## src/rtl/dsi_hs_lane_serializer.sv

```systemverilog
// Multi-lane DSI high-speed serializer.
// Frames each burst as HS-zero, sync word, payload words, HS-trail.
// One serial bit per lane per clock; all lanes share one state machine,
// so they stay word-aligned. ser_out and ser_oe come straight from flops.
module dsi_hs_lane_serializer #(
  parameter int              LANES       = 4,
  parameter int              WIDTH       = 8,
  parameter int              ZERO_WORDS  = 8,
  parameter int              TRAIL_WORDS = 4,
  parameter logic [WIDTH-1:0] SYNC_WORD  = WIDTH'(8'hB8)
) (
  input  logic                   clk,
  input  logic                   rst,
  input  logic                   hs_req,
  input  logic [LANES*WIDTH-1:0] data_in,
  input  logic                   data_valid,
  output logic                   data_ready,
  output logic [LANES-1:0]       ser_out,
  output logic [LANES-1:0]       ser_oe,
  output logic                   busy
);

  localparam int               BW         = (WIDTH > 1) ? $clog2(WIDTH) : 1;
  localparam logic [BW-1:0]    BIT_LAST   = BW'(WIDTH - 1);
  localparam logic [7:0]       ZERO_LAST  = 8'(ZERO_WORDS - 1);
  localparam logic [7:0]       TRAIL_LAST = 8'(TRAIL_WORDS - 1);
  localparam logic [WIDTH-1:0] SYNC_REST  = SYNC_WORD >> 1;

  typedef enum logic [2:0] {
    S_IDLE,
    S_ZERO,
    S_SYNC,
    S_DATA,
    S_TRAIL
  } state_t;

  state_t                 r_state;
  logic [BW-1:0]          r_bit_cnt;
  logic [7:0]             r_word_cnt;
  logic [LANES-1:0]       r_ser;
  logic [LANES-1:0]       r_oe;
  logic [LANES*WIDTH-1:0] r_shift;

  state_t                 w_state_nxt;
  logic [BW-1:0]          w_bit_nxt;
  logic [7:0]             w_word_nxt;
  logic [LANES-1:0]       w_ser_nxt;
  logic [LANES-1:0]       w_oe_nxt;
  logic [LANES*WIDTH-1:0] w_shift_nxt;
  logic                   w_last_bit;

  logic [LANES-1:0]       w_step_bit;
  logic [LANES*WIDTH-1:0] w_step_shift;
  logic [LANES-1:0]       w_load_bit;
  logic [LANES*WIDTH-1:0] w_load_shift;
  logic [LANES-1:0]       w_sync_bit;
  logic [LANES*WIDTH-1:0] w_sync_shift;

  // Per-lane candidate shift-register contents: advance, load payload, load sync
  always_comb begin
    w_step_bit   = '0;
    w_step_shift = '0;
    w_load_bit   = '0;
    w_load_shift = '0;
    w_sync_bit   = '0;
    w_sync_shift = '0;
    for (int k = 0; k < LANES; k++) begin
      w_step_bit[k]                 = r_shift[k*WIDTH];
      w_step_shift[k*WIDTH +: WIDTH] = {1'b0, r_shift[k*WIDTH+1 +: WIDTH-1]};
      w_load_bit[k]                 = data_in[k*WIDTH];
      w_load_shift[k*WIDTH +: WIDTH] = {1'b0, data_in[k*WIDTH+1 +: WIDTH-1]};
      w_sync_bit[k]                 = SYNC_WORD[0];
      w_sync_shift[k*WIDTH +: WIDTH] = SYNC_REST;
    end
  end

  // Next-state and next-output logic; outputs are registered with the state
  always_comb begin
    w_state_nxt = r_state;
    w_bit_nxt   = r_bit_cnt;
    w_word_nxt  = r_word_cnt;
    w_ser_nxt   = r_ser;
    w_oe_nxt    = r_oe;
    w_shift_nxt = r_shift;
    w_last_bit  = (r_bit_cnt == BIT_LAST);

    unique case (r_state)
      S_IDLE: begin
        w_ser_nxt  = '0;
        w_oe_nxt   = '0;
        w_bit_nxt  = '0;
        w_word_nxt = '0;
        if (hs_req) begin
          w_state_nxt = S_ZERO;
          w_oe_nxt    = '1;
        end
      end
      S_ZERO: begin
        w_ser_nxt = '0;
        if (w_last_bit) begin
          w_bit_nxt = '0;
          if (r_word_cnt == ZERO_LAST) begin
            w_word_nxt  = '0;
            w_state_nxt = S_SYNC;
            w_ser_nxt   = w_sync_bit;
            w_shift_nxt = w_sync_shift;
          end else begin
            w_word_nxt = r_word_cnt + 8'd1;
          end
        end else begin
          w_bit_nxt = r_bit_cnt + BW'(1);
        end
      end
      S_SYNC, S_DATA: begin
        if (w_last_bit) begin
          // Word boundary: the only place a burst may continue or end
          w_bit_nxt = '0;
          if (data_valid) begin
            w_state_nxt = S_DATA;
            w_ser_nxt   = w_load_bit;
            w_shift_nxt = w_load_shift;
          end else begin
            w_state_nxt = S_TRAIL;
            w_word_nxt  = '0;
            w_ser_nxt   = ~r_ser;
          end
        end else begin
          w_bit_nxt   = r_bit_cnt + BW'(1);
          w_ser_nxt   = w_step_bit;
          w_shift_nxt = w_step_shift;
        end
      end
      S_TRAIL: begin
        if (w_last_bit) begin
          w_bit_nxt = '0;
          if (r_word_cnt == TRAIL_LAST) begin
            w_word_nxt  = '0;
            w_state_nxt = S_IDLE;
            w_ser_nxt   = '0;
            w_oe_nxt    = '0;
          end else begin
            w_word_nxt = r_word_cnt + 8'd1;
          end
        end else begin
          w_bit_nxt = r_bit_cnt + BW'(1);
        end
      end
      default: begin
        w_state_nxt = S_IDLE;
        w_ser_nxt   = '0;
        w_oe_nxt    = '0;
      end
    endcase
  end

  // State, counters and pad outputs; reset abandons a burst without a trail
  always_ff @(posedge clk) begin
    if (rst) begin
      r_state    <= S_IDLE;
      r_bit_cnt  <= '0;
      r_word_cnt <= '0;
      r_ser      <= '0;
      r_oe       <= '0;
    end else begin
      r_state    <= w_state_nxt;
      r_bit_cnt  <= w_bit_nxt;
      r_word_cnt <= w_word_nxt;
      r_ser      <= w_ser_nxt;
      r_oe       <= w_oe_nxt;
    end
  end

  // Payload shift registers hold only data, so they carry no reset
  always_ff @(posedge clk) begin
    r_shift <= w_shift_nxt;
  end

  assign data_ready = !rst && ((r_state == S_SYNC) || (r_state == S_DATA)) && w_last_bit;
  assign ser_out    = r_ser;
  assign ser_oe     = r_oe;
  assign busy       = (r_state != S_IDLE);

endmodule

```

## config.mk

```make
export PLATFORM = sky130hd
export DESIGN_NAME = dsi_hs_lane_serializer
export DESIGN_NICKNAME = d
export VERILOG_FILES = /design/src/rtl/dsi_hs_lane_serializer.sv
export SDC_FILE = /design/constraint.sdc
export NUM_CORES = 1
export LEC_CHECK = 0
export CAP_MARGIN = 20
export CORE_MARGIN = 2
export CORE_UTILIZATION = 46
export DETAILED_ROUTE_END_ITERATION = 6
export GPL_ROUTABILITY_DRIVEN = 1
export PLACE_DENSITY = 0.76
export SLEW_MARGIN = 20
export SYNTH_ARGS = -nofsm -noshare
export SYNTH_HDL_FRONTEND = slang
export SYNTH_SLANG_ARGS = --single-unit
export TNS_END_PERCENT = 100
```

## constraint.sdc

```tcl
create_clock -name clk -period 2.3 [get_ports clk]
set_input_delay 0.69 -clock clk [delete_from_list [all_inputs] [get_ports clk]]
set_output_delay 0.69 -clock clk [all_outputs]
set_load 0.01 [all_outputs]
```

After elaboration in Yosys (flattened, before gate mapping)
Cells that the tools add are included.
- input bits: 36
- register bits: 54
- word-level logic and storage cells: 71
- equality and inequality tests: 15
- reduce and logical (&&, ||, !) cells: 17
- $add $sub $neg: 2
- muxes and demuxes: 29
- bitwise gates (word level): 2
- operators with widths (cell ; number):
    2-to-1 mux 32 bit ; 4
    case mux 32 bit (2 select lines) ; 1
    2-to-1 mux 8 bit ; 6
    case mux 8 bit (4 select lines) ; 1
    2-to-1 mux 3 bit ; 8
    2-to-1 mux 4 bit ; 5
    != test 2 bit (second input constant) ; 7
    case mux 3 bit (4 select lines) ; 1
    case mux 4 bit (3 select lines) ; 1
    adder 8 x 1 -> 8 bit (second input constant) ; 1
    equality test 8 x 2 -> 1 bit (second input constant) ; 1
    equality test 8 x 3 -> 1 bit (second input constant) ; 1
    case mux 4 bit (2 select lines) ; 1
    equality test 3 x 2 -> 1 bit (second input constant) ; 2
    equality test 3 bit (second input constant) ; 2
    case mux 3 bit (2 select lines) ; 1
    AND reduction 6 bit ; 1
    AND reduction 5 bit ; 1
    inverter 4 bit ; 1
    AND reduction 4 bit ; 1
    nonzero test 2 bit ; 2
    nonzero test 4 bit ; 1
    OR reduction 4 bit ; 1
    adder 3 x 1 -> 3 bit (second input constant) ; 1
    other kinds (12) ; 13

Longest topological paths before layout
Gate-level depths: netlist of the first run.
- depth in word-level cells: 4
- mapped depth: 7
- gate-level depth less buffers: 7

Least setup slack after synthesis of the first run
Ideal clock, no wire load.
- path type: reg2reg
- start: reg r_word_cnt[0]
- end: reg r_shift[0] (enable)
- buffers on the path: 0
- library setup time: 395 ps
- data arrival time: 2045 ps
- clock period less this slack: 2440 ps
- setup slack: -140 ps
- required time: 1905 ps
- stages on the path, launching flop included: 6
- cells stage by stage: dfxtp_1 > ha_1 > nor2b_1 > nand3_1 > or3_1 > a21oi_2
- longest elaborated chain between the ends: 3
- ends and longest elaborated chain (item ; RTL line ; source):
    start, declared ; 39 ; logic [7:0] r_word_cnt;
    start signal, assigned ; 167 ; r_word_cnt <= w_word_nxt;
    equality test 8 x 3 -> 1 bit ; 102 ; if (r_word_cnt == ZERO_LAST) begin
    != test 2 bit (no line) ; n/a ;
    AND reduction 4 bit (no line) ; n/a ;
    end signal, assigned ; 175 ; r_shift <= w_shift_nxt;
    end, declared ; 42 ; logic [LANES*WIDTH-1:0] r_shift;
Every way passes these cells.
A chain may end at the register's enable or synchronous reset.

Final worst setup path of the first run
- start: in rst
- end: out data_ready
- longest elaborated chain between the ends: 3
- ends and longest elaborated chain (item ; RTL line ; source):
    start, declared ; 13 ; input logic rst,
    logical NOT 1 bit ; 178 ; assign data_ready = !rst && ((r_state == S_SYNC) || (r_state == S_DATA)) && w_last_bit;
    logical AND 1 bit (2 in a row) ; 178 ;
    end, declared ; 17 ; output logic data_ready,
Every way passes these cells.

==> results.md, run 1 <==
- Area of the multi-input gates: about 1100 um2
- EDFF count, synth: 28
- Max layer used: met4
- DRT met1 WL: roughly 2.1 mm
- Dominant cell type by area after synthesis: edfxtp_1
- Global-route wire length before repair: 7.38 mm
- Max_cap viols: 0
- Flops & latches, synth: 47
- Mapped Area: between 2000 and 2500 um2
- Vias: 1825
- CTS tree: done
- Die Area: ~5700 um2
- Reg area: around 1200 um2
- WP data required: approximately 1.6 ns
- Largest family of logic cells by synthesized area: simple AND/OR/NAND/NOR gates
- Routed len/inst: ~13 um
- Min cycle time layout: 2.25 ns
- Total Power: 1740 uW
- Final cycle utilization of the critical path: 0.979
- Drt via density: just over 5
- Worst path slowest cell: clkdlybuf4s50_1
- Synth Area per Inst: between 10 and 15 um2
- H-tree Lvls: 2
- Routed wire length: ~4.6 mm
- Starting density of the core: 0.470
- Reg2reg path depth: 6
- Post-DP HPWL: roughly 3.3 mm
- Clock-pin slew of the registers on the worst-case setup and hold paths: approximately 0.090 ns
- Reg2Reg Capture Point: r_shift[4]
- CP max FO: 2
- Leak: about 0.001 uW
- Synth Flop Type: edfxtp_1
- Max frequency: between 400 and 500 MHz
- Netlist cell types: 43
- Area grow syn2layout: 30.2%
- Clock root buffer: clkbuf_8
- First-pass iteration count of the detailed router: 4
- RSZ-0062 raised after global routing: no
- Slew HR: 0.650
- Post-placement worst setup slack: -0.344 ns
- Area of the core: around 5000 um2
- Mapped Cells: between 200 and 250
- Asr flop ratio synth: 0
- Status: complete, no violations
- Peak VDD IR: between 0.3 and 0.4 mV
- Antenna Cells: 0
- Clock Skews: approximately 0.01 ns
- Final Util: 0.611
- Synthesized net count: about 270
- Pwr Density: between 500 and 600 nW/um2
- All-Layer GR Usage: 0.169
- Port Buffers: 45
- Hold EP: r_word_cnt[7]
- Crit path cell chain: clkdlybuf4s50_1 -> nor3_2 -> buf_2
- DIE HEIGHT: about 76 um
- Compound-gate portion of the synthesized area: 0.116
- ANT nets after route: 0
- Vias in the first global route: around 1700
- Count leader, synth: nor2_1
- Max Buffers Root-to-Sink: 2
- Std cell rows: 26
- Initial antenna violation count: 0
- XOR/XNOR Fraction of Synth Area: 0.0112
- Total grt overflow: 0
- Register area share after synthesis: 0.519
- Hold Slack: roughly 0.50 ns
- Synth Area in Simple Gates: 0.171
- Clk sinks: 47
- CP startpoint kind: input port
- Met3 Routed Length: approximately 220 um
- Final Slew Violations: 0
- Final Setup Violations: 0
- Pin count of the biggest net entering global routing: 39
- Mux cell area share after synthesis: 0.125
- Hold Path Depth: 2
- Most frequent cells after synthesis: nor2_1 (33), edfxtp_1 (28), mux2i_1 (26)
- CP max stage delay: 0.46 ns
- Synthesis Warnings: 0
- DRT iter0 DRCs: 77
- Residual DRC: 0
- Final setup margin: 0.0492 ns
- CP arrival: roughly 1.6 ns
- Filler cells: approximately 460
- Synth Area in Adders: 0.0160
- Tightest Hold Check Type: reg -> reg
- Metal2 WL: between 2 and 2.5 mm
- Register-to-register setup slack: between 0.2 and 0.25 ns
- CTS Buf Count: 5
- Measured slew at the worst slew-check pin: around 0.53 ns
- Width of the die: between 70 and 80 um
- Nets: between 300 and 400
- Critical Path Sink Type: output pin
- Share of post-route cells with drive strength above 1: 0.127
- GP Congestion: around 0.82
- Hold Violations, Final: 0
- Clk Latency, worst-skew pair: between 0.2 and 0.3 ns
- Synth top area cells: edfxtp_1 (36%), dfxtp_1 (16%), mux2i_1 (11%)
- Beginning of the worst register-to-register path: r_word_cnt[0]
- Hold Startpoint: r_word_cnt[7]
- Num ports: 46
- CP Class: in -> out
- Yosys top cell area share: 0.357
==> flip-flops by register name (all words and copies together), names as in the netlist <==
| name | cells |
|---|---|
| r_bit_cnt | 3 |
| r_shift | 28 |
| r_state | 3 |
| r_word_cnt | 8 |
| ser_oe | 1 |
| ser_out | 4 |
==> how the worst max path moves through the flow <==
stage / from / endpoint / slack [ns]
after floorplan: r_word_cnt[0] / r_shift[0] / 0.12
final: rst / data_ready / 0.05
after CTS: rst / data_ready / 0.004
after global routing: rst / data_ready / 0.04
after global placement: rst / data_ready / -0.37
after detailed placement: rst / data_ready / -0.34
==> cell families after synthesis <==
| logic type | Yosys count |
|---|---|
| mux | 29 |
| buf+inv | 22 |
| compound gates | 41 |
| flops | 47 |
| fa+ha+maj | 3 |
| xor+xnor | 3 |
| simple gates | 87 |
==> stage by stage <==
| step | setup TNS [ns] | cells | area (um2) |
|---|---|---|---|
| after detailed placement | -0.344 | 345 | 2950 |
| after global routing | 0 | 353 | 3060 |
| after CTS | 0 | 353 | 3060 |
| final | 0 | 353 | 3060 |
| after floorplan | 0 | 232 | 2360 |
| after global placement | -0.370 | 345 | 2950 |
==> final cells by class <==
type	instances	area share
Multi-Input combinational cell	163	0.344
Tap cell	70	0.0286
Inverter	5	0.00613
Clock buffer	5	0.0225
Sequential cell	47	0.399
Clock inverter	3	0.0139
Timing Repair Buffer	60	0.186
==> layout by cell type, fill, tap and decap left out, types with 3 or more instances in the layout <==
cell type        instances
a22o_1                   4
o21ai_0                  5
edfxtp_1                28
buf_4                   14
nor2_1                  33
mux2i_1                 26
nor2b_1                  4
clkdlybuf4s50_1         43
nand2b_1                 4
mux2_2                   3
nand3_1                  4
inv_1                    5
a21oi_1                 17
nand2_1                 25
clkbuf_8                 5
or3_1                    3
dfxtp_1                 18
==> per-layer routing <==
metal | global-route usage | vias to the layer above
met5 | 0 | -
met4 | 0.0565 | 0
met3 | 0.0423 | 6
met2 | 0.287 | 42
met1 | 0.211 | 849
li1 | - | 928
==> power breakdown <==
part	switching (uW)	internal, uW
clock	279	324
sequential	19.2	894
combinational	91.8	133
total	390	1350
==> critical path, delay by kind of cell <==
kind                   cells  cell delay (ns)
buffers and inverters      2             0.63
and+or+nand+nor            1             0.24
==> repair_timing <==
item | CTS | global route
gates resized for setup | 6 | 2
pin swaps | 0 | 1
endpoints found under the hold margin | 0 | 0
hold buffers | 0 | 0
buffers inserted | 0 | 0
setup endpoints to repair | 2 | 29
Note: power is estimated with default switching activity, not from simulation.
==> run 2, diff against run 1 <==
clock period = 1.84 ns   (was 2.3 ns; I/O delays follow)
==> results.md, run 2 (synthesized netlist as in run 1, its figures left out) <==
- Antenna Cells: 0 (unchanged)
- Max Buffers Root-to-Sink: 2 (unchanged)
- Max reg flops: 28 (unchanged)
- Reg with most FFs: r_shift
- Status: finished with violations
- Die Area: 5700 um2 (unchanged)
- Total Power: 2090 uW (+20%)
- Width of the die: 75.5 um (unchanged)
- Vias: 1854 (+1.6%)
- Pin count of the biggest net entering global routing: 39 (unchanged)
- CP max stage delay: 0.50 ns (+0.04 ns)
- Vias in the first global route: 1640 (-0.73%)
- Worst path slowest cell: or4_1
- ANT nets after route: 0 (unchanged)
- Area grow syn2layout: 36.8%
- Setup Total Neg Slack: -0.00469 ns (-0.00469 ns)
- Reg area: 1230 um2 (+0.92%)
- Failing checks: negative setup slack
- Max frequency: ~540 MHz
- H-tree Lvls: 2 (unchanged)
- WP buf/inv: 1 (-1)
- DRT iter0 DRCs: 129 (+68%)
- Tightest Hold Check Type: reg -> reg
- Clock root buffer: clkbuf_8
- Final Setup Violations: 1 (+1)
- Hold Slack: 0.493 ns (-0.00856 ns)
- Clock Skews: 0.00772 ns (-0.00248 ns)
- Nets: 329 (+2.5%)
- RSZ-0062 raised after global routing: yes
- DIE HEIGHT: 75.5 um (unchanged)
- Cells after DPL: 352 (+2.0%)
- Peak VDD IR: 0.416 mV (+32%)
- Drt via density: 5.14 (-0.66%)
- First-pass iteration count of the detailed router: 5 (+1)
- Crit path max-delay family: simple AND/OR/NAND/NOR gates
- Min cycle time layout: about 1.8 ns
- CTS Buf Count: 5 (unchanged)
- Area of the core: 5010 um2 (unchanged)
- Crit path cell chain: clkdlybuf4s50_1 -> a211oi_4 -> nor2_2 -> or4_1 -> a21oi_1
- CTS tree: done
- CP max FO: 4 (+2)
- Final cycle utilization of the critical path: 1.00
- GP Congestion: 0.816 (about the same)
- Total grt overflow: 0 (unchanged)
- CP arrival: 2.08 ns (+0.52 ns)
- Std cell rows: 26 (unchanged)
- Leak: 0.00105 uW (+5.7%)
- Measured slew at the worst slew-check pin: 0.531 ns (+0.00539 ns)
- Clock-pin slew of the registers on the worst-case setup and hold paths: 0.08 ns (about the same)
- Most common cell after layout, fill and taps aside: clkdlybuf4s50_1
- Initial antenna violation count: 0 (unchanged)
- Starting density of the core: 0.470 (unchanged)
- Slew HR: 0.645 (-0.00490)
- Clk Latency, worst-skew pair: 0.30 ns (about the same)
- Clk sinks: 47 (unchanged)
- Routed len/inst: 13.1 um (-0.13%)
- CP startpoint kind: input port
- Max_cap viols: 0 (unchanged)
- Num ports: 46 (unchanged)
- Share of post-route cells with drive strength above 1: 0.206 (+0.0790)
- Commonest cells after routing, fill and taps aside: clkdlybuf4s50_1 (41), nor2_1 (33), edfxtp_1 (28), mux2i_1 (26), nand2_1 (25)
- Final setup margin: -0.00469 ns (-0.0539 ns)
- Post-DP HPWL: 3.20 mm (-2.3%)
- All-Layer GR Usage: 0.177 (+0.00769)
- Critical Path Sink Type: register
- Residual DRC: 0 (unchanged)
- WP data required: 2.07 ns (+0.46 ns)
- Final Slew Violations: 0 (unchanged)
- Pwr Density: 648 nW/um2 (+14%)
- Area of the multi-input gates: 1160 um2 (+9.7%)
- Cts hold-fix bufs: 0 (unchanged)
- Finished Layout Cells: 361 (+2.3%)
- Routed wire length: 4.74 mm (+2.1%)
- CP Class: in -> reg
- Hold Violations, Final: 0 (unchanged)
- Filler cells: 427 (-7.8%)
- Global-route wire length before repair: 7.60 mm (+2.9%)
- Port Buffers: 45 (unchanged)
==> run 2: where the power goes <==
group	switching, uW	internal, uW	total, uW
combinational	135	197	332
sequential	18.7	1120	1140
clock	347	269	616
==> run 2: tightest hold or removal path: cells and delay by family, from the launching register on <==
kind | cells | cell delay [ns]
DFF | 1 | 0.35
AOI/OAI and AO/OA | 2 | 0.11
==> run 2: through the flow <==
| stage | cell area, um2 | setup WS [ns] | util |
|---|---|---|---|
| floorplan | 2440 | -0.142 | - |
| global placement | 3080 | -0.435 | 0.614 |
| detailed placement | 3080 | -0.432 | 0.614 |
| CTS | 3190 | -0.0245 | 0.637 |
| global route | 3220 | -0.0537 | 0.642 |
| finish | 3220 | -0.00469 | 0.642 |
==> run 2: layout make-up <==
cell class	instances	area share
Timing Repair Buffer	68	0.197
Clock buffer	6	0.0226
Tap cell	70	0.0272
Clock inverter	2	0.00428
Multi-Input combinational cell	163	0.359
Sequential cell	47	0.384
Inverter	5	0.00583
==> run 2: worst paths after layout <==
| kind | from | end | slack, ns | depth (start not counted) |
|---|---|---|---|---|
| worst max-delay path | data_valid | r_word_cnt[7] | -0.005 | 5 |
| worst min-delay path | r_word_cnt[7] | r_word_cnt[7] | 0.49 | 2 |
| worst max register to register | r_bit_cnt[0] | r_shift[5] | 0.01 | 7 |
| worst min register to register | r_word_cnt[7] | r_word_cnt[7] | 0.49 | 2 |
==> run 2: repair_timing <==
item,in CTS,in global routing
buffers inserted,1,0
pin swaps,3,1
resized for setup,12,9
endpoints found under the setup margin,18,45
==> run 2: routing by layer <==
metal  vias up  wire length, um  track usage
li1        945                -            -
met1       867             2150        0.237
met2        37             2310        0.285
met3         5              226       0.0476
met4         0               52       0.0468
met5         -                0            0
